==> src/rtl/fetch_ctrl_pkg.sv <==
// Shared definitions for the instruction-fetch controller: FSM encoding and default constants.
package fetch_ctrl_pkg;

  typedef enum logic [1:0] {
    StReq   = 2'd0,
    StWait  = 2'd1,
    StHold  = 2'd2,
    StDrain = 2'd3
  } fetch_state_e;

  localparam logic [15:0] NopInstrDefault = 16'h0800;
  localparam logic [7:0]  WaitMaxDefault  = 8'd255;
  localparam logic [15:0] PcStep          = 16'd2;

endpackage

==> src/rtl/fetch_ctrl_cla16b.sv <==
// 16-bit carry-lookahead adder (4-bit groups, lookahead across groups), no carry-out.
module fetch_ctrl_cla16b (
  input  logic [15:0] a,
  input  logic [15:0] b,
  input  logic        cin,
  output logic [15:0] sum
);

  // Top bit's generate only feeds a carry-out, which nobody needs.
  logic [14:0] g;
  logic [15:0] p;
  logic [15:0] c;
  logic [2:0]  gg;
  logic [2:0]  pg;
  logic [3:0]  bc;

  assign g = a[14:0] & b[14:0];
  assign p = a ^ b;

  always_comb begin
    gg = '0;
    pg = '0;
    bc = '0;
    c  = '0;
    for (int k = 0; k < 3; k++) begin
      gg[k] = g[4*k+3] | (p[4*k+3] & g[4*k+2]) | (p[4*k+3] & p[4*k+2] & g[4*k+1]) |
              (p[4*k+3] & p[4*k+2] & p[4*k+1] & g[4*k]);
      pg[k] = &p[4*k +: 4];
    end
    bc[0] = cin;
    for (int k = 0; k < 3; k++) begin
      bc[k+1] = gg[k] | (pg[k] & bc[k]);
    end
    for (int k = 0; k < 4; k++) begin
      c[4*k] = bc[k];
      for (int j = 1; j < 4; j++) begin
        c[4*k+j] = g[4*k+j-1] | (p[4*k+j-1] & c[4*k+j-1]);
      end
    end
  end

  assign sum = p ^ c;

endmodule

==> src/rtl/fetch_ctrl.sv <==
// Instruction-fetch controller: issues reads for pc_in, waits on a variable-latency memory,
// registers the fetched word and PC+2 for decode, and handles flush and timeout.
module fetch_ctrl
  import fetch_ctrl_pkg::*;
#(
  parameter logic [15:0] NopInstr = NopInstrDefault,
  parameter logic [7:0]  WaitMax  = WaitMaxDefault
) (
  input  logic        clk,
  input  logic        rst,
  input  logic [15:0] pc_in,
  input  logic        flush,
  input  logic        id_stall,
  input  logic        imem_stall,
  input  logic        imem_done,
  input  logic [15:0] imem_data,
  output logic        imem_rd,
  output logic [15:0] imem_addr,
  output logic        pc_stall,
  output logic [15:0] if_instr,
  output logic [15:0] if_pc2,
  output logic        if_valid,
  output logic        err
);

  fetch_state_e state_q, state_d;
  logic [15:0]  req_pc_q, pend_q;
  logic [7:0]   wait_cnt_q;
  logic [15:0]  if_instr_q, if_pc2_q;
  logic         if_valid_q, err_q;

  logic         blocked, req_rd, taken, timeout;
  logic         accept, err_d;
  logic [15:0]  acc_data, acc_pc, acc_pc2;

  assign blocked = if_valid_q & id_stall;
  assign req_rd  = ~blocked & ~flush & ~pc_in[0];
  assign taken   = req_rd & ~imem_stall;
  assign timeout = (wait_cnt_q == WaitMax);

  always_ff @(posedge clk or posedge rst) begin
    if (rst) state_q <= StReq;
    else     state_q <= state_d;
  end

  always_comb begin
    state_d = state_q;
    unique case (state_q)
      StReq: if (taken & ~imem_done) state_d = StWait;
      StWait: begin
        if (flush)          state_d = imem_done ? StReq : StDrain;
        // A decode stall while the read is outstanding parks the word in pend.
        else if (imem_done) state_d = id_stall ? StHold : StReq;
        else if (timeout)   state_d = StReq;
      end
      StHold:  if (flush | ~id_stall) state_d = StReq;
      StDrain: if (imem_done | timeout) state_d = StReq;
      default: state_d = StReq;
    endcase
  end

  always_comb begin
    imem_rd   = 1'b0;
    imem_addr = req_pc_q;
    accept    = 1'b0;
    acc_data  = imem_data;
    acc_pc    = req_pc_q;
    err_d     = 1'b0;
    unique case (state_q)
      StReq: begin
        imem_rd   = req_rd & ~rst;
        imem_addr = pc_in;
        acc_pc    = pc_in;
        accept    = taken & imem_done;
        err_d     = pc_in[0] & ~blocked & ~flush;
      end
      StWait: begin
        accept = ~flush & imem_done & ~id_stall;
        err_d  = ~flush & ~imem_done & timeout;
      end
      StHold: begin
        acc_data = pend_q;
        accept   = ~flush & ~id_stall;
      end
      StDrain: err_d = ~flush & ~imem_done & timeout;
      default: ;
    endcase
    pc_stall = rst | flush | ~accept;
  end

  fetch_ctrl_cla16b u_pc_add (
    .a   (acc_pc),
    .b   (PcStep),
    .cin (1'b0),
    .sum (acc_pc2)
  );

  always_ff @(posedge clk or posedge rst) begin
    if (rst) begin
      req_pc_q   <= '0;
      pend_q     <= '0;
      wait_cnt_q <= '0;
    end else begin
      if (state_q == StReq && taken) req_pc_q <= pc_in;
      if (state_q == StWait && ~flush && imem_done && id_stall) pend_q <= imem_data;
      if (state_q == StReq) begin
        wait_cnt_q <= '0;
      end else if (state_q == StWait || state_q == StDrain) begin
        wait_cnt_q <= wait_cnt_q + 8'd1;
      end
    end
  end

  always_ff @(posedge clk or posedge rst) begin
    if (rst) begin
      if_instr_q <= NopInstr;
      if_pc2_q   <= '0;
      if_valid_q <= 1'b0;
      err_q      <= 1'b0;
    end else begin
      err_q <= err_d;
      if (flush) begin
        if_instr_q <= NopInstr;
        if_valid_q <= 1'b0;
      end else if (accept) begin
        if_instr_q <= acc_data;
        if_pc2_q   <= acc_pc2;
        if_valid_q <= 1'b1;
      end else if (err_d) begin
        if_instr_q <= NopInstr;
        if_valid_q <= 1'b1;
      end else if (!blocked) begin
        if_instr_q <= NopInstr;
        if_valid_q <= 1'b0;
      end
    end
  end

  assign if_instr = if_instr_q;
  assign if_pc2   = if_pc2_q;
  assign if_valid = if_valid_q;
  assign err      = err_q;

endmodule

==> config.mk <==
export PLATFORM = sky130hd
export DESIGN_NAME = fetch_ctrl
export DESIGN_NICKNAME = d
export VERILOG_FILES = /design/src/rtl/fetch_ctrl_pkg.sv /design/src/rtl/fetch_ctrl_cla16b.sv /design/src/rtl/fetch_ctrl.sv
export SDC_FILE = /design/constraint.sdc
export NUM_CORES = 1
export LEC_CHECK = 0
export ABC_AREA = 1
export BUFFER_PORTS_ARGS = -buffer_cell sky130_fd_sc_hd__clkbuf_2
export CAP_MARGIN = 10
export CORE_ASPECT_RATIO = 1.25
export CORE_MARGIN = 10
export CORE_UTILIZATION = 40
export DETAILED_ROUTE_END_ITERATION = 10
export SETUP_SLACK_MARGIN = 0.02
export SLEW_MARGIN = 40
export SYNTH_ARGS = -nofsm -noshare
export SYNTH_HDL_FRONTEND = slang
export SYNTH_HIERARCHICAL = 1
export SYNTH_SLANG_ARGS = --single-unit
==> constraint.sdc <==
create_clock -name clk -period 8.7 [get_ports clk]
set_input_delay 2.61 -clock clk [delete_from_list [all_inputs] [get_ports clk]]
set_output_delay 2.61 -clock clk [all_outputs]
set_load 0.01 [all_outputs]
# ---- Word-level counts from Yosys, hierarchy flattened
# Cells that the tools add are included.
dict set report totals {
  latchBits 0
  rom_bits 0
  input_bits 38
  memories 0
  mem_bits_rw 0
  register_bits 76
  output_inout_bits 52
}
dict set report classes {
  shift 0
  bitwise_logic 42
  mul 0
  add_sub_neg 1
  n_mux 24
  magnitude_cmp 0
  n_eq_ne 9
  n_div 0
  n_reduce_logical 12
}
# cell n
set ops {}
lappend ops {{16-bit two-way mux} 6}
lappend ops {{1-bit bitwise AND} 28}
lappend ops {{2-bit two-way mux} 8}
lappend ops {{8-bit two-way mux} 2}
lappend ops {{16-bit XOR} 1}
lappend ops {{4-bit AND reduction} 3}
lappend ops {{1-bit NOT} 9}
lappend ops {{8-bit by 1-bit adder with 8-bit output (second input constant)} 1}
lappend ops {{8-bit == test (second input constant)} 1}
lappend ops {{2-bit one-hot mux with 4 select lines} 1}
lappend ops {{2-bit inequality test (second input constant)} 3}
lappend ops {{1-bit two-way mux} 5}
lappend ops {{2-bit == test (second input constant)} 2}
lappend ops {{1-bit logical AND} 4}
lappend ops {{4-bit by 2-bit inequality test with 1-bit output (second input constant)} 1}
lappend ops {{4-bit inequality test (second input constant)} 1}
lappend ops {{1-bit bitwise OR} 4}
lappend ops {{1-bit one-hot mux with 3 select lines} 1}
lappend ops {{2-bit by 1-bit == test with 1-bit output (second input constant)} 1}
lappend ops {{2-bit logical NOT} 1}
lappend ops {{1-bit one-hot mux with 2 select lines} 1}
lappend ops {{2-bit AND reduction} 1}
lappend ops {{2-bit nonzero test} 1}
lappend ops {{2-bit OR reduction} 1}
lappend ops {{1-bit logical OR} 1}

# ---- Depth between registers and ports, before layout
dict set report logic_depth {
  word_depth 10
  ltp_mapped 21
  depth_no_buf 19
}

# ---- By module
# The synthesis kept the hierarchy.
# module cells_per_inst area_each_um2 seq_area_each_um2 n_inst
set by_module_without_submodules {}
lappend by_module_without_submodules {fetch_ctrl 448 3612.2 1903.1 1}
lappend by_module_without_submodules {fetch_ctrl_cla16b 80 659.4 0.0 1}

# ---- Worst setup path before layout
# No wires, ideal clock.
dict set report synth_path {
  path_type {in2out}
  start {input port rst}
  end {output port pc_stall}
  slack_ns 1.582
  t_required_ns 6.090
  cell_stages 2
  arrival_ns 4.508
  path_cell_list {inv_1 > nand2_1}
}
dict set report synth_via {
  elab_chain_len 2
}
# element line_no
set synth_lines {}
lappend synth_lines {{start, declared} fetch_ctrl.sv:10} ;# input logic rst,
lappend synth_lines {{1-bit bitwise OR (2 in series)} fetch_ctrl.sv:88} ;# pc_stall = rst | flush | ~accept;
lappend synth_lines {{end, declared} fetch_ctrl.sv:19} ;# output logic pc_stall,
# No other way between the ends.

# ---- Final worst setup path
dict set report layout_path {
  start {input port flush}
  end {output port pc_stall}
}
dict set report layout_via {
  elab_chain_len 8
}
# element line_no
set layout_lines {}
lappend layout_lines {{start, declared} fetch_ctrl.sv:12} ;# input logic flush,
lappend layout_lines {{1-bit NOT} {fetch_ctrl.sv:37, fetch_ctrl.sv:78, fetch_ctrl.sv:83}}
lappend layout_lines {{1-bit bitwise AND (2 in series)} fetch_ctrl.sv:37} ;# assign req_rd = ~blocked & ~flush & ~pc_in[0];
lappend layout_lines {{1-bit bitwise AND} fetch_ctrl.sv:38} ;# assign taken = req_rd & ~imem_stall;
lappend layout_lines {{1-bit bitwise AND} fetch_ctrl.sv:74} ;# accept = taken & imem_done;
lappend layout_lines {{1-bit one-hot mux with 3 select lines} fetch_ctrl.sv:69} ;# unique case (state_q)
lappend layout_lines {{1-bit NOT} fetch_ctrl.sv:88}
lappend layout_lines {{1-bit bitwise OR *} fetch_ctrl.sv:88}
# Every way passes the cells marked *; elsewhere a longest branch is shown, timed or not.

==> results.md <==
- The post-route clock period utilization is 0.7594.
- Power comes to 1.724 mW.
- The overall routing resource usage is 0.1410.
- The logic gate share of total power is 0.474.
- The area of the die is 0.01524 sq mm.
- Counting flops and latches in the post-synthesis netlist gives 76.
- The setup TNS is 0 ns.
- The clock passes through at most 2 buffers.
- Buffers added to address setup during post-CTS repair amount to 0.
- Among all cell types in the netlist, the one instantiated most often is nand2_1.
- Counting flops with an async set or reset pin after synthesis yields a share of 1.000.
- The path class of the lowest-slack min-delay path is flop to flop.
- The switching power total is 0.7297 mW.
- Summed over all nets, wire length on met2 after detailed routing comes to 5.063 mm.
- The pre-antenna-repair detailed-routing pass consisted of 4 iterations.
- The width of the die is 112.4 um.
- The number of setup violations in the final report is 0.
- The maximum ir drop on the vdd rail is 167.7 uV.
- The final design instance area without fill is 0.005149 sq mm.
- The cell sitting at the root of the clock tree is a clkbuf_16.
- The peak fanout along the critical path is 35.
- Measured on the finished design, the core utilization comes to 0.4899.
- Yosys printed 6 warnings.
- The chip height is 135.5 um.
- In this run the power density over the cells is 334.9 mW/mm^2.
- In the final routed layout, each cell accounts on average for 13.62 um.
- The analysis attributes to cell leakage a power of 2.803 nW.
- The category of the critical setup timing path is input pin to output port.
- The cell-internal power is 0.9944 mW.
- The number of synthesized flops with an enable pin is 0.
- After synthesis, the cell types taking the most area are dfrtp_1, nand2_1, o21ai_0.
- The detailed-routing wirelength on met1 is 4.564 mm.
- After clock tree synthesis, the clock-pin slew on the worst setup and hold paths is 0.06 ns.
- The maximum clock frequency is 0.1514 GHz.
- The placeable core region is 0.01051 sq mm.
- At the pin with the least slew margin, the transition time is 0.7065 ns.
- The finished layout holds 771 standard cells, fillers aside.
- For this design, the CTS-stage hold fixing added 0 buffers.
- The worst-case headroom to the max-slew limit is 0.5290.
- The number of global-route vias before repair was 3,593.
- The residual overflow from global routing is 0.
- Of the post-synthesis cell area, the dominant cell type holds 0.4394.
- Buffers inserted during clock tree synthesis total 9.
- The fill cell total of the finished layout is 1,076.
- In this run the cell area of the synthesized design comes to 0.004272 sq mm.
- The number of DRC markers in iteration 0 is 171.
- Data arrives at the worst endpoint at 4.00 ns.
- The count of final max-slew check failures is 0.
- The number of clock sinks is 76.
- The first global-routing pass estimated 17.80 mm of wire.
- Clock skew on the completed layout was measured at 0.01060 ns.
- The flow ran to the end, and the final reports show no timing, DRC or antenna violations.
- The kind of launch point of the worst setup path is an input pin.
- The switching portion of total power is 0.4232.
- The share of the Yosys chip area taken by registers is 0.4455.
- The highest layer touched by signal routing is met4.
- By count the netlist is led by nand2_1, dfrtp_1, inv_1.
- The area growth from synthesis to layout is 20.53%.
- The number of nets with antenna violations after routing is 0.
- The initial cell density of the core is 0.4064.
- After detailed routing, the number of vias per cell comes to 4.686.
- In the detailed route, the total length drawn on met3 is 681 um.
- The total of max-cap violations is 0.
- The share of post-route cells with drive strength above 1 is 0.2003.
- The cell count after synthesis is 528.
- The total cell area at the placement stage is 0.004878 sq mm.
- Counting distinct cell types in the post-synthesis netlist gives 30.
- The post-synthesis area per instance is 8.090 sq um.
- The clock tree synthesis step divided the H-tree into 3 levels.
- Input and output buffers added on the ports amount to 89.
- The fraction of power consumed by sequential logic is 0.326.
- Entering global routing, the biggest net connects 77 pins.
- The via count is 3,613.
- The routability congestion estimate is 0.7456.
- For the finished layout, the period the worst path requires is 6.607 ns.
- After floorplanning, the core was divided into 42 placement rows.
- The residual DRC count is 0.
- For the worst-skew pair, the clock arrives at the later sink with an insertion delay of 0.34 ns.
- The library cell with the largest summed area after synthesis is dfrtp_1.
- The required arrival time at the worst endpoint is 6.09 ns.
- Summed over all layers, the routed wires come to 10.50 mm.
- The instance count after placement with tap cells included is 755.
- At the end of the flow, the number of nets in the layout was 702.
- The antenna diode count is 0.
- Setup repair after global routing left no endpoint under its margin.
- The category of the worst setup path capture point is an output port.
- The final-report hold violation count is 0.
- The TritonCTS clock tree is built.
- The share of total power dissipated in the clock network is 0.200.
- In this run, post-CTS repair resized a total of 0 instances.
- The initial antenna violation count came to 0.
- The most used flip-flop cell after synthesis is dfrtp_1.
- The total I/O pin count is 90.
- Detailed placement ended at an HPWL of 7.805 mm.
==> power by group through the flow <==
stage | Sequential, mW | Combinational [mW] | Clock, mW
CTS | 0.563 | 0.835 | 0.348
global placement | 0.563 | 0.800 | 0
finish | 0.562 | 0.818 | 0.344
global route | 0.579 | 0.956 | 0.367
floorplan | 0.567 | 0.567 | 0
detailed placement | 0.565 | 0.833 | 0
==> worst paths after layout <==
| check | start | to | slack (ns) | cells past startpoint |
|---|---|---|---|---|
| max | flush | pc_stall | 2.09 | 10 |
| min | pend_q[5] | pend_q[5] | 0.49 | 2 |
| max reg2reg | state_q[0] | if_pc2[15] | 4.78 | 18 |
| min reg2reg | pend_q[5] | pend_q[5] | 0.49 | 2 |
| max in group asynchronous | rst | if_instr[1] | 5.74 | 3 |
| min in group asynchronous | rst | req_pc_q[1] | 2.47 | 3 |
==> stage by stage <==
step / hold WS [ns] / worst slack, ns
2_1_floorplan: 0.4529 / 1.582
3_3_place_gp: 0.4656 / 2.095
3_5_place_dp: 0.4712 / 2.066
4_1_cts: 0.4874 / 2.068
5_1_grt: 0.5098 / 1.904
6_report: 0.4850 / 2.093
==> per-layer routing <==
metal / up-vias / track usage
met5: - / 0
met4: 0 / 0.04944
met3: 17 / 0.05142
met2: 80 / 0.2321
met1: 1677 / 0.1658
li1: 1839 / -
==> sequential cells by signal, summed over array words and instances, names as in the netlist <==
| register | cells |
|---|---|
| err | 1 |
| if_instr | 16 |
| if_pc2 | 16 |
| if_valid | 1 |
| pend_q | 16 |
| req_pc_q | 16 |
| state_q | 2 |
| wait_cnt_q | 8 |
==> cells by family after synthesis <==
| kind of cell | count (synthesis) | share of synthesized area |
|---|---|---|
| DFF | 76 | 0.4455 |
| AOI/OAI and AO/OA | 75 | 0.08993 |
| xor gates and xnor gates | 8 | 0.01640 |
| other | 2 | 0.001758 |
| adders and majority gates | 30 | 0.1090 |
| buffers and inverters | 93 | 0.09402 |
| and+or+nand+nor | 244 | 0.2434 |
==> final cells by class <==
| cell class | count | area, sq um | area share |
|---|---|---|---|
| Inverter | 72 | 275.3 | 0.05346 |
| Timing Repair Buffer | 91 | 464.2 | 0.09016 |
| Clock buffer | 11 | 242.7 | 0.04714 |
| Sequential cell | 76 | 1903 | 0.3696 |
| Multi-Input combinational cell | 384 | 2071 | 0.4022 |
| Clock inverter | 5 | 27.53 | 0.005346 |
| Tap cell | 132 | 165.2 | 0.03208 |
==> worst max-delay path, cell delays in order <==
cell and delay (ns):
clkbuf_2 0.12, inv_2 0.11, nand3_2 0.08, nor2_2 0.10, nand3_1 0.09, nand2_2 0.11, nand2_4 0.24, inv_6 0.30
nand2_1 0.08, clkbuf_2 0.14
==> cell usage in the layout (no fill, tap or decap), types with 4 or more instances in the layout <==
cell	instances
nand2_2	7
nand2_1	167
clkbuf_2	89
conb_1	27
clkbuf_16	9
fa_1	12
ha_1	16
nand3_1	14
xnor2_1	6
nor2_2	4
nand4_1	20
o21ai_0	62
dfrtp_1	75
clkinv_2	4
nor2_1	26
a21oi_1	10
inv_1	68
(Power assumes the default switching activity.)
